[config.mk]
export PLATFORM = sky130hd
export DESIGN_NAME = actf_rr_scheduler_flat
export DESIGN_NICKNAME = d
export VERILOG_FILES = /design/src/rtl/actf_rr_scheduler_if.sv /design/src/rtl/actf_rr_scheduler.sv /design/src/flat_wrapper.sv
export SDC_FILE = /design/constraint.sdc
export NUM_CORES = 1
export LEC_CHECK = 0
export CAP_MARGIN = 10
export CORE_MARGIN = 2
export CORE_UTILIZATION = 25
export DETAILED_ROUTE_END_ITERATION = 8
export PLACE_DENSITY = 0.59
export SYNTH_ARGS = -nofsm -noshare
export SYNTH_HDL_FRONTEND = slang
export SYNTH_SLANG_ARGS = --single-unit
[constraint.sdc]
create_clock -name clk -period 9.4 [get_ports clk]
set_clock_uncertainty 0.05 [all_clocks]
set_input_delay 1.88 -clock clk [delete_from_list [all_inputs] [get_ports clk]]
set_output_delay 1.88 -clock clk [all_outputs]
set_load 0.005 [all_outputs]
[src/rtl/actf_rr_scheduler_if.sv]
// actf_rr_scheduler_if: requester, activation-unit and result signals of the sigmoid scheduler.
interface actf_rr_scheduler_if #(
    parameter int NREQ = 4,
    parameter int DW   = 16,
    parameter int TW   = 2
);
    logic               en;
    logic [NREQ-1:0]    req;
    logic [NREQ*DW-1:0] req_data;
    logic [NREQ-1:0]    gnt;
    logic [DW-1:0]      act_in;
    logic               act_en;
    logic [DW-1:0]      act_out;
    logic               res_valid;
    logic [TW-1:0]      res_tag;
    logic [DW-1:0]      res_data;
    logic               busy;
    modport master (
        output en, req, req_data, act_out,
        input  gnt, act_in, act_en, res_valid, res_tag, res_data, busy
    );
    modport slave (
        input  en, req, req_data, act_out,
        output gnt, act_in, act_en, res_valid, res_tag, res_data, busy
    );
endinterface

[src/rtl/actf_rr_scheduler.sv]
// actf_rr_scheduler: round-robin sharing of one pipelined sigmoid unit among NREQ requesters,
// with a tag pipeline that returns each result to its owner.
module actf_rr_scheduler #(
    parameter int NREQ = 4,
    parameter int DW   = 16,
    parameter int TW   = 2,
    parameter int LAT  = 1
) (
    input logic             clk,
    input logic             reset,
    actf_rr_scheduler_if.slave bus
);
    logic [TW-1:0] ptr;
    logic [TW-1:0] win;
    logic          found;
    logic [LAT:0]  vld;
    logic [TW-1:0] tag [LAT+1];

    always_comb begin : arb
        int idx;
        idx = 0;
        bus.gnt = '0;
        win = '0;
        found = 1'b0;
        for (int k = 0; k < NREQ; k++) begin
            idx = int'(ptr) + k;
            if (idx >= NREQ) idx = idx - NREQ;
            if (bus.en && !found && bus.req[idx[TW-1:0]]) begin
                bus.gnt[idx[TW-1:0]] = 1'b1;
                win = idx[TW-1:0];
                found = 1'b1;
            end
        end
    end

    assign bus.busy = (|vld) | found;

    // Stage k of the tag pipeline lines up with the operand k cycles after issue.
    always_ff @(posedge clk or negedge reset) begin
        if (!reset) begin
            ptr <= '0;
            vld <= '0;
            for (int k = 0; k <= LAT; k++) tag[k] <= '0;
            bus.act_in <= '0;
            bus.act_en <= 1'b0;
            bus.res_valid <= 1'b0;
            bus.res_tag <= '0;
            bus.res_data <= '0;
        end else begin
            vld <= {vld[LAT-1:0], found};
            tag[0] <= win;
            for (int k = 1; k <= LAT; k++) tag[k] <= tag[k-1];
            if (found) begin
                ptr <= (win == TW'(NREQ - 1)) ? '0 : win + 1'b1;
                bus.act_in <= bus.req_data[int'(win)*DW +: DW];
            end
            bus.act_en <= found | (|vld[LAT-1:0]);
            bus.res_valid <= vld[LAT];
            if (vld[LAT]) begin
                bus.res_data <= bus.act_out;
                bus.res_tag <= tag[LAT];
            end
        end
    end
endmodule

[src/flat_wrapper.sv]
// flat-port wrapper written by rule: the top's interface ports become plain ports
module actf_rr_scheduler_flat 
#(
    parameter int NREQ = 4,
    parameter int DW   = 16,
    parameter int TW   = 2,
    parameter int LAT  = 1
)
  (clk, reset, bus_en, bus_req, bus_req_data, bus_act_out, bus_gnt, bus_act_in, bus_act_en, bus_res_valid, bus_res_tag, bus_res_data, bus_busy);
  actf_rr_scheduler_if #(.NREQ(NREQ), .DW(DW), .TW(TW)) bus_i ();
  input logic clk;
  input logic reset;
  input wire logic [$bits(bus_i.en)-1:0] bus_en;
  input wire logic [$bits(bus_i.req)-1:0] bus_req;
  input wire logic [$bits(bus_i.req_data)-1:0] bus_req_data;
  input wire logic [$bits(bus_i.act_out)-1:0] bus_act_out;
  output wire logic [$bits(bus_i.gnt)-1:0] bus_gnt;
  output wire logic [$bits(bus_i.act_in)-1:0] bus_act_in;
  output wire logic [$bits(bus_i.act_en)-1:0] bus_act_en;
  output wire logic [$bits(bus_i.res_valid)-1:0] bus_res_valid;
  output wire logic [$bits(bus_i.res_tag)-1:0] bus_res_tag;
  output wire logic [$bits(bus_i.res_data)-1:0] bus_res_data;
  output wire logic [$bits(bus_i.busy)-1:0] bus_busy;
  assign bus_i.en = bus_en;
  assign bus_i.req = bus_req;
  assign bus_i.req_data = bus_req_data;
  assign bus_i.act_out = bus_act_out;
  assign bus_gnt = bus_i.gnt;
  assign bus_act_in = bus_i.act_in;
  assign bus_act_en = bus_i.act_en;
  assign bus_res_valid = bus_i.res_valid;
  assign bus_res_tag = bus_i.res_tag;
  assign bus_res_data = bus_i.res_data;
  assign bus_busy = bus_i.busy;
  actf_rr_scheduler #(.NREQ(NREQ), .DW(DW), .TW(TW), .LAT(LAT)) u_core (.clk(clk), .reset(reset), .bus(bus_i));
endmodule
# After elaboration in Yosys (flattened, before gate mapping)
# Cells that the tools add are included.
[op_classes] addsub=8 magnitude_cmp=12 reduce_logical=15 eq_ne=1 shifts=1 muxes=33 bitwise_logic=5
[op_table] op="indexed part select 64 x 7 -> 16 bit" count=1
[op_table] op="2-to-1 mux 2 bit" count=9
[op_table] op="2-to-1 mux 4 bit" count=4
[op_table] op="< comparator 2 x 3 -> 1 bit (second input constant)" count=4
[op_table] op="2-to-1 mux 1 bit" count=12
[op_table] op="bitwise OR 4 bit" count=3
[op_table] op="logical AND 1 bit" count=11
[op_table] op=">= comparator 3 bit (second input constant)" count=3
[op_table] op="binary-select mux 1 bit (select 2 bit)" count=4
[op_table] op="demux 1 bit (select 2 bit)" count=4
[op_table] op=">= comparator 2 x 1 -> 1 bit (second input constant)" count=4
[op_table] op="subtractor 2 x 1 -> 2 bit (second input constant)" count=4
[op_table] op="adder 2 x 2 -> 3 bit (second input constant)" count=2
[op_table] op="adder 2 x 1 -> 3 bit (second input constant)" count=1
[op_table] op=">= comparator 2 x 3 -> 1 bit (second input constant)" count=1
[op_table] op="logical NOT 1 bit" count=3
[op_table] op="adder 2 x 1 -> 2 bit (second input constant)" count=1
[op_table] op="equality test 2 bit (second input constant)" count=1
[op_table] op="bitwise OR 1 bit" count=2
[op_table] op="OR reduction 2 bit" count=1
[word_totals] wordCells=84 ff_bits=44

# Logic depth before layout (Yosys ltp)
# Gate-level depths: netlist of run 1.
[depth] ltp_word=20 mapped_depth=12 mapped_depth_nobuf=9

# Worst setup path after synthesis of run 1
# No wires, ideal clock.
[synth_path] path_type="input-to-output" start="in bus_req[0]" end="out bus_busy" setup_slack_ns=4.020 stages=5 t_required_ns=7.470 arrival_time_ns=3.450 cell_sequence="mux4_1 > or2_4 > o31ai_2 > nand2b_1 > or2_2"
[synth_via] elab_chain_cells=17 word_cells_on_any_way=23 cone_classes="mux (12); bitwise (1); reduce/logical (10)"
[synth_lines] item="from (decl)" line_no="flat_wrapper.sv:14" source="input wire logic [$bits(bus_i.req)-1:0] bus_req;"
[synth_lines] item="binary-select mux 1 bit (select 2 bit)" line_no="actf_rr_scheduler.sv:28" source="if (bus.en && !found && bus.req[idx[TW-1:0]]) begin"
[synth_lines] item="2-to-1 mux 1 bit (not written as such)" line_no="actf_rr_scheduler.sv:28"
[synth_lines] item="logical AND 1 bit" line_no="actf_rr_scheduler.sv:28"
[synth_lines] item="2-to-1 mux 1 bit" line_no="actf_rr_scheduler.sv:28"
[synth_lines] item="logical NOT 1 bit" line_no="actf_rr_scheduler.sv:28"
[synth_lines] item="logical AND 1 bit (2 in a row)" line_no="actf_rr_scheduler.sv:28"
[synth_lines] item="2-to-1 mux 1 bit" line_no="actf_rr_scheduler.sv:28"
[synth_lines] item="logical NOT 1 bit" line_no="actf_rr_scheduler.sv:28"
[synth_lines] item="logical AND 1 bit (2 in a row)" line_no="actf_rr_scheduler.sv:28"
[synth_lines] item="2-to-1 mux 1 bit" line_no="actf_rr_scheduler.sv:28"
[synth_lines] item="logical NOT 1 bit" line_no="actf_rr_scheduler.sv:28"
[synth_lines] item="logical AND 1 bit (2 in a row)" line_no="actf_rr_scheduler.sv:28"
[synth_lines] item="2-to-1 mux 1 bit *" line_no="actf_rr_scheduler.sv:28"
[synth_lines] item="bitwise OR 1 bit *" line_no="actf_rr_scheduler.sv:36" source="assign bus.busy = (|vld) | found;"
[synth_lines] item="to (decl)" line_no="flat_wrapper.sv:23" source="output wire logic [$bits(bus_i.busy)-1:0] bus_busy;"
# Mark *: on every way between the ends. The rest lies on a longest branch, timed or not. The select of a mux whose other input is x is not followed.

# Final worst setup path of run 1
[layout_path] start="in bus_req[3]" end="out bus_busy"
# Same word-level chain as after synthesis.

==> results of run 1 <==
[critical path, cell delays in order]
cell and delay (ns):
clkdlybuf4s50_1 0.49, mux4_1 0.59, or2_4 0.30, o31ai_4 0.17, buf_4 0.39, nand2b_1 0.13
or2_2 0.28, clkdlybuf4s50_1 0.47
[final timing paths]
kind | start | endpoint | slack (ns) | cells past startpoint
min reg2reg | u_core.tag[2]$_DFF_PN0_ | u_core.tag[0]$_DFF_PN0_ | 0.30 | 0
max reg2reg | u_core.ptr[1]$_DFFE_PN0P_ | u_core.ptr[1]$_DFFE_PN0P_ | 5.36 | 11
max in group asynchronous | reset | u_core.bus.act_in[2]$_DFFE_PN0P_ | 7.02 | 1
max | bus_req[3] | bus_busy | 2.76 | 8
min in group asynchronous | reset | u_core.bus.res_data[1]$_DFFE_PN0P_ | 1.68 | 1
min | u_core.tag[2]$_DFF_PN0_ | u_core.tag[0]$_DFF_PN0_ | 0.30 | 0
[routing by layer]
metal | vias to the layer above | GRT usage, % | share of wire (%)
li1 | 1133 | - | -
met1 | 1082 | 15.2 | 41
met2 | 92 | 22.1 | 49
met3 | 9 | 4.38 | 8.4
met4 | 0 | 3.06 | 1.4
met5 | - | 0 | 0
[placed cells by master, fill, tap and decap left out, types with 2 or more instances in the layout]
cell             synthesis  routed
mux4_2                   2       2
o31ai_1                  8       8
dfrtp_1                 44      44
mux2_2                  18      18
a222oi_1                 4       4
a211oi_1                22      22
nand3b_1                 2       2
mux2i_1                  3       3
a211oi_2                10      10
nor2b_1                  4       4
nand2_1                 26      26
inv_1                    4       4
and2_1                   3       3
a21boi_0                32      32
a31oi_1                  2       2
ha_1                     4       4
nand2b_1                 2       2
buf_4                    2       4
clkdlybuf4s50_1          0     126
clkbuf_8                 0       6
o211ai_1                 2       2
o31ai_2                  9       8
[sequential cells by signal (all words and copies together) (netlist names)]
name	flops
u_core.bus.act_in	16
u_core.bus.res_data	16
u_core.tag	4
u_core.bus.res_tag	2
u_core.ptr	2
u_core.vld	2
u_core.bus.act_en	1
u_core.bus.res_valid	1
[power by group]
group          switching, mW  internal (mW)  total [mW]
registers             0.0533          0.261       0.314
logic                  0.286          0.318       0.603
clock network         0.0649         0.0869       0.152
[cell type report]
class                      count  area [µm²]
inverter                       5        31.3
sequential                    44        1100
multi-input combinational    167        1410
fill                        1018        6190
timing repair buffer         131        1300
tap                          136         170
clock inverter                 2        38.8
clock buffer                   6        82.6
[cells by family after synthesis]
| kind of cell | after synthesis |
|---|---|
| multiplexers | 24 |
| buffers and inverters | 25 |
| flip-flops | 44 |
| AO/OA/AOI/OAI | 94 |
| XOR/XNOR | 1 |
| adder cells (fa/ha/maj) | 4 |
| AND/OR/NAND/NOR | 44 |
[per-stage QoR]
stage / cell area, µm² / util, % / hold slack (ns)
CTS: 4130 / 40.0 / 0.306
finish: 4130 / 40.0 / 0.304
global route: 4130 / 40.0 / 0.311
global placement: 4010 / 38.8 / 0.284
floorplan: 2650 / - / 0.281
detailed placement: 4010 / 38.8 / 0.286
==> qor.yml, run 1 <==
total_power_mw: 1.07
synthTopCellsByArea: "dfrtp_1, a21boi_0, mux2_2"
rsz0062_at_grt: "false"
yosys.area.top_type_share_pct: 41.5
clk_pin_slew_ns: 0.08
post_cts_buffers: 0
synthMuxAreaShare_pct: 11.5
synth_simple_gate_area_share_pct: 8.63
clk_latency_ns: 0.29
clockRootBuffer: "clkbuf_8"
yosysSeqAreaShare_pct: 41.5
p_leak_nw: 1.57
drive_gt1_share_pct: 16.1
synth_enable_flop_cells: 0
remaining_drc_errors: 0
worstHoldPathType: "reg -> reg"
netlist_area_um2: 2650
numCtsBuffers: 5
start_util_pct: 25.7
maxCapViolCount: 0
dieArea_um2: 11500
fin_nets: 445
dpl.cell_count: 483
synthCells: 236
finalSetupTns_ns: 0
antenna_found_initial: 0
finalMaxSlewViolations: 0
ys_types: 39
synth.most_common_cell: "dfrtp_1"
synth-xor-area-share_pct: 0.330
vias: 2316
grt-ovfl-total: 0
cp-start-kind: "input port"
drtIter0Drc: 162
cp.arrival_ns: 4.71
grt_pass1_wl_um: 11600
grt_pass1_vias: 2381
postLayoutSetupSlackWorst_ns: 2.76
cts.repair.resized: 0
grt_max_degree: 45
finalHoldViolCount: 0
dp_hpwl_um: 5440
ys.flop_type: "dfrtp_1"
synth_compound_area_share_pct: 30.3
syn_nets: 327
cts_tree: "done"
ant_nets: 0
synth_seq_cells: 44
antenna_cells: 0
finalCriticalPeriod_ns: 6.64
synthAdderAreaFrac_pct: 1.89
rows: 37
slew_headroom_pct: 21.4
totalWireLength_um: 7290
synth_top_family_by_area: "compound AO/OA/AOI/OAI gates"
yosys.area.top_type: "dfrtp_1"
grt_usage_pct: 12.8
htree_levels: 2
avgRoutedWirePerCell_um: 14.9
yosys_warnings: 0
cp.required_ns: 7.47
max_freq_ghz: 0.151
gp_congestion: 0.772
postCtsHoldBufs: 0
finalCritPeriodShare_pct: 70.6
area_growth_pct: 55.7
core_um2: 10300
setup_viol: 0
clk_path_buf_depth: 2
die_w_um: 107
cp_max_fo: 35
synth_common_cells: "dfrtp_1, a21boi_0, nand2_1"
worstSetupPathType: "in -> out"
cp-end-kind: "output pin"
status: "complete, no violations"
clock-sinks: 44
port_buffers: 127
synthArstFlopShare_pct: 100
die_h_um: 107
vias_per_cell: 4.72
worst_pin_slew_ns: 1.18
avgSynthCellArea_um2: 11.2
place_ws_ns: 2.75
fin_cells: 491
drtPass1Iterations: 6
powerDensity_nw_per_um2: 259
ios: 128
ir_drop_mv: 0.0764
No activity file was read; power rests on OpenSTA's default activity.
==> run 2, diff against run 1 <==
--- a/config.mk
+++ b/config.mk
@@ -9,7 +9,7 @@
 export CORE_MARGIN = 2
 export CORE_UTILIZATION = 25
 export DETAILED_ROUTE_END_ITERATION = 8
-export PLACE_DENSITY = 0.59
+export PLACE_DENSITY = 0.61
 export SYNTH_ARGS = -nofsm -noshare
 export SYNTH_HDL_FRONTEND = slang
 export SYNTH_SLANG_ARGS = --single-unit
==> constraint.sdc (replaced) <==
create_clock -name clk -period 5.42 [get_ports clk]
set_clock_uncertainty 0.05 [all_clocks]
set_input_delay 1.084 -clock clk [delete_from_list [all_inputs] [get_ports clk]]
set_output_delay 1.084 -clock clk [all_outputs]
set_load 0.005 [all_outputs]
==> run 2 against run 1 <==
Combinational power increased by 74%. Sequential power grew 74%. Wire length increased by 0.22%. Total power up 74%. Via count rose by 0.60%. Global-route usage down 0.42 points. Clock power rose by 71%. First-iteration DRC count decreased by 8.6%. Die area unchanged. Worst setup slack lost 2.2 ns. Critical path type unchanged. Largest cell class unchanged.
==> qor.yml, run 2 (synthesized netlist as in run 1, its figures left out) <==
clk_latency_ns: 0.29
regArea_um2: 1100
rsz0062_at_grt: "false"
switching_power_mw: 0.711
min_from: "u_core.tag[3]$_DFF_PN0_"
finalHoldViolCount: 0
top_regs: "u_core.bus.act_in: 16 flops, u_core.bus.res_data: 16 flops, u_core.tag: 4 flops"
start_util_pct: 25.7
multiInputGateArea_um2: 1410
p_leak_nw: 1.57
die_w_um: 107
startpoint: "bus_req[3]"
totalWireLength_um: 7310
p_sw_share_pct: 38.3
worst_pin_slew_ns: 0.976
mostFrequentLayoutCells: "clkdlybuf4s50_1, dfrtp_1, a21boi_0"
hold_slack_ns: 0.304
area_growth_pct: 55.8
worstSetupPathType: "in -> out"
cp-start-kind: "input port"
slowest_delay_ns: 0.59
postLayoutSetupSlackWorst_ns: 0.596
ios: 128
cp.arrival_ns: 3.69
drive_gt1_share_pct: 16.3
clock-sinks: 44
finalCritPeriodShare_pct: 89.0
path_delay_family: "buffers and inverters"
grt_usage_pct: 12.3
place_ws_ns: 0.617
internal_power_mw: 1.15
worst_path_max_delay_cell: "mux4_1"
avgRoutedWirePerCell_um: 14.9
dp_hpwl_um: 5320
htree_levels: 2
core_um2: 10300
clk_pin_slew_ns: 0.09
drtIter0Drc: 148
crit_buf_inv: 2
gp_congestion: 0.811
drtPass1Iterations: 6
slew_headroom_pct: 34.9
combPwrFrac_pct: 56.5
nFillCells: 978
status: "complete, no violations"
cp.required_ns: 4.29
antenna_found_initial: 0
powerDensity_nw_per_um2: 450
grt-ovfl-total: 0
clk_path_buf_depth: 2
port_buffers: 127
vias: 2330
finalCriticalPeriod_ns: 4.82
post_cts_buffers: 0
rows: 37
finalMaxSlewViolations: 0
grt_pass1_wl_um: 11300
cp_common_cell: "clkdlybuf4s50_1"
dieArea_um2: 11500
max_freq_ghz: 0.207
ir_drop_mv: 0.127
cp-end-kind: "output pin"
setup_viol: 0
clockRootBuffer: "clkbuf_8"
cp_max_fo: 6
fin_nets: 446
cts_tree: "done"
cts.repair.resized: 0
postCtsHoldBufs: 0
total_power_mw: 1.86
worstHoldPathType: "reg -> reg"
r2r-start: "u_core.ptr[1]$_DFFE_PN0P_"
remaining_drc_errors: 0
antenna_cells: 0
die_h_um: 107
vias_per_cell: 4.74
numCtsBuffers: 5
grt_max_degree: 45
finalSetupTns_ns: 0
ant_nets: 0
layout_commonest_cell: "clkdlybuf4s50_1"
grt_pass1_vias: 2299
maxCapViolCount: 0
clockPowerShare_pct: 14.0
seq_power_share_pct: 29.5
path_cells: "clkdlybuf4s50_1 > mux4_1 > or2_4 > nor3b_1 > a222oi_1 > nand2_1 > clkdlybuf4s50_1"
-- run 2: per-layer routing --
metal  vias to the layer above  global-route usage [%]  share of wire, %
met5                         -                       0                 0
met4                         0                    2.97               1.3
li1                       1132                       -                 -
met2                       104                    21.2                48
met3                         9                    4.01               8.1
met1                      1085                    15.0                42
-- run 2: through the flow --
step	cells	utilization, %	area, µm²
global route	492	40.0	4130
global placement	484	38.9	4020
floorplan	236	-	2650
finish	492	40.0	4130
detailed placement	484	38.9	4020
CTS	492	40.0	4130
-- run 2: final timing paths --
check                                                 endpoint  slack [ns]  depth (start not counted)
max in group asynchronous  u_core.bus.res_data[11]$_DFFE_PN0P_        3.83                          1
min reg2reg                            u_core.tag[1]$_DFF_PN0_        0.30                          0
min                                    u_core.tag[1]$_DFF_PN0_        0.30                          0
min in group asynchronous    u_core.bus.res_tag[1]$_DFFE_PN0P_        0.89                          1
max reg2reg                  u_core.bus.act_in[14]$_DFFE_PN0P_        1.77                         10
max                                                 bus_gnt[1]        0.60                          7
-- run 2: layout make-up --
class                   instances  area share, %
multi-input cells             167           34.1
repair buffers                132           31.6
flip-flops and latches         44           26.7
well taps                     136           4.12
clock buffers                   5           1.67
clock inverters                 3           1.15
inverters                       5          0.757
-- run 2: power groups by stage --
stage	combinational [mW]	sequential [mW]	clock, mW
floorplan	0.676	0.527	0
global placement	1.06	0.550	0
detailed placement	1.07	0.555	0
CTS	1.06	0.551	0.272
global route	1.15	0.569	0.286
finish	1.05	0.547	0.260
==> run 3, diff against run 2 <==
--- a/config.mk
+++ b/config.mk
@@ -7,9 +7,10 @@
 export LEC_CHECK = 0
 export CAP_MARGIN = 10
 export CORE_MARGIN = 2
-export CORE_UTILIZATION = 25
+export CORE_UTILIZATION = 37
 export DETAILED_ROUTE_END_ITERATION = 8
-export PLACE_DENSITY = 0.61
+export HOLD_SLACK_MARGIN = 0.06
+export PLACE_DENSITY = 0.82
 export SYNTH_ARGS = -nofsm -noshare
 export SYNTH_HDL_FRONTEND = slang
 export SYNTH_SLANG_ARGS = --single-unit
==> run 3 against run 2 <==
Sequential cell count unchanged. Non-clock buffer count fell by 1. First-iteration DRC count is 32% lower. Critical endpoint is now bus_gnt[3]. Largest power group unchanged.
==> qor.yml, run 3 (synthesized netlist as in run 1, its figures left out) <==
status: "complete, no violations"
maxCapViolCount: 0
cts.repair.resized: 0
nFillCells: 603
cp.arrival_ns: 3.68
worstHoldPathType: "reg -> reg"
hold_slack_ns: 0.302
cp-start-kind: "input port"
path_delay_family: "buffers and inverters"
worst_pin_slew_ns: 1.15
grt_pass1_vias: 2216
switching_power_mw: 0.705
crit_buf_inv: 2
port_buffers: 127
antenna_found_initial: 0
regArea_um2: 1100
vias_per_cell: 5.14
cp-end-kind: "output pin"
ant_nets: 0
slowest_delay_ns: 0.58
clk_pin_slew_ns: 0.08
finalMaxSlewViolations: 0
layout_commonest_cell: "clkdlybuf4s50_1"
seq_power_share_pct: 29.8
max_freq_ghz: 0.208
powerDensity_nw_per_um2: 454
ios: 128
grt_usage_pct: 17.6
die_w_um: 88.7
post_cts_buffers: 0
drtPass1Iterations: 4
start_util_pct: 38.6
finalCritPeriodShare_pct: 88.9
area_growth_pct: 53.3
multiInputGateArea_um2: 1410
cts_tree: "done"
htree_levels: 2
drive_gt1_share_pct: 15.8
p_sw_share_pct: 38.2
worst_path_max_delay_cell: "mux4_1"
mostFrequentLayoutCells: "clkdlybuf4s50_1, dfrtp_1, a21boi_0"
cp_common_cell: "clkdlybuf4s50_1"
path_cells: "clkdlybuf4s50_1 > mux4_1 > or2_4 > nor3b_1 > a222oi_1 > nand2_1 > clkdlybuf4s50_1"
clockPowerShare_pct: 13.3
cp.required_ns: 4.29
ir_drop_mv: 0.167
finalCriticalPeriod_ns: 4.82
p_leak_nw: 1.56
grt-ovfl-total: 0
fin_nets: 445
totalWireLength_um: 7080
top_regs: "u_core.bus.act_in: 16 flops, u_core.bus.res_data: 16 flops, u_core.tag: 4 flops"
die_h_um: 88.7
antenna_cells: 0
rsz0062_at_grt: "false"
clk_latency_ns: 0.29
core_um2: 6870
vias: 2320
clk_path_buf_depth: 2
grt_pass1_wl_um: 10700
cp_max_fo: 6
rows: 30
gp_congestion: 0.868
worstSetupPathType: "in -> out"
clock-sinks: 44
grt_max_degree: 45
remaining_drc_errors: 0
dieArea_um2: 7860
drtIter0Drc: 101
postCtsHoldBufs: 0
slew_headroom_pct: 23.2
finalHoldViolCount: 0
combPwrFrac_pct: 56.9
avgRoutedWirePerCell_um: 15.7
dp_hpwl_um: 5250
setup_viol: 0
finalSetupTns_ns: 0
internal_power_mw: 1.14
numCtsBuffers: 5
clockRootBuffer: "clkbuf_8"
run 3: area by class of cell:
| cell class | instances | share of cell area, % |
|---|---|---|
| Clock inverter | 2 | 0.862 |
| Multi-Input combinational cell | 167 | 34.7 |
| Inverter | 5 | 0.769 |
| Clock buffer | 6 | 1.79 |
| Sequential cell | 44 | 27.1 |
| Timing Repair Buffer | 131 | 31.9 |
| Tap cell | 96 | 2.95 |
run 3: metal layers:
metal | global-route usage, % | wire [µm] | vias to the layer above
met1 | 22.2 | 3080 | 1079
met5 | 0 | 0 | -
li1 | - | - | 1132
met3 | 4.85 | 597 | 4
met4 | 4.27 | 32 | 0
met2 | 29.8 | 3370 | 105
run 3: final timing paths:
path                                            from                                end  slack (ns)  depth (start not counted)
hold reg to reg              u_core.tag[2]$_DFF_PN0_            u_core.tag[0]$_DFF_PN0_        0.30                          0
max in group asynchronous                      reset   u_core.bus.act_in[2]$_DFFE_PN0P_        3.84                          1
setup / recovery                          bus_req[2]                         bus_gnt[3]        0.60                          7
min in group asynchronous                      reset  u_core.bus.act_in[10]$_DFFE_PN0P_        0.89                          1
setup reg to reg           u_core.ptr[1]$_DFFE_PN0P_  u_core.bus.act_in[14]$_DFFE_PN0P_        1.39                          8
hold / removal               u_core.tag[2]$_DFF_PN0_            u_core.tag[0]$_DFF_PN0_        0.30                          0
run 3: worst reg2reg max path: stages, from the launching register on:
cell      delay (ns)
dfrtp_1         0.63
inv_1           0.19
ha_1            0.46
mux4_2          0.61
or3b_1          0.20
o221a_1         0.95
clkinv_8        0.26
a211oi_1        0.46
o31ai_2         0.10
run 3: power by group through the flow:
stage	Combinational, mW	Clock [mW]	Sequential [mW]
after floorplan	0.676	0	0.527
after global placement	1.03	0	0.548
after detailed placement	1.05	0	0.554
after CTS	1.06	0.251	0.550
after global routing	1.14	0.266	0.567
final	1.05	0.245	0.550
run 3: through the flow:
| step | total power [mW] | worst slack, ns | instances | instance area [µm²] | utilization, % |
|---|---|---|---|---|---|
| floorplan | 1.20 | 1.63 | 236 | 2650 | - |
| global placement | 1.58 | 0.793 | 443 | 3960 | 57.6 |
| detailed placement | 1.61 | 0.606 | 443 | 3960 | 57.6 |
| CTS | 1.86 | 0.614 | 451 | 4070 | 59.2 |
| global route | 1.97 | 0.499 | 451 | 4070 | 59.2 |
| finish | 1.85 | 0.603 | 451 | 4070 | 59.2 |
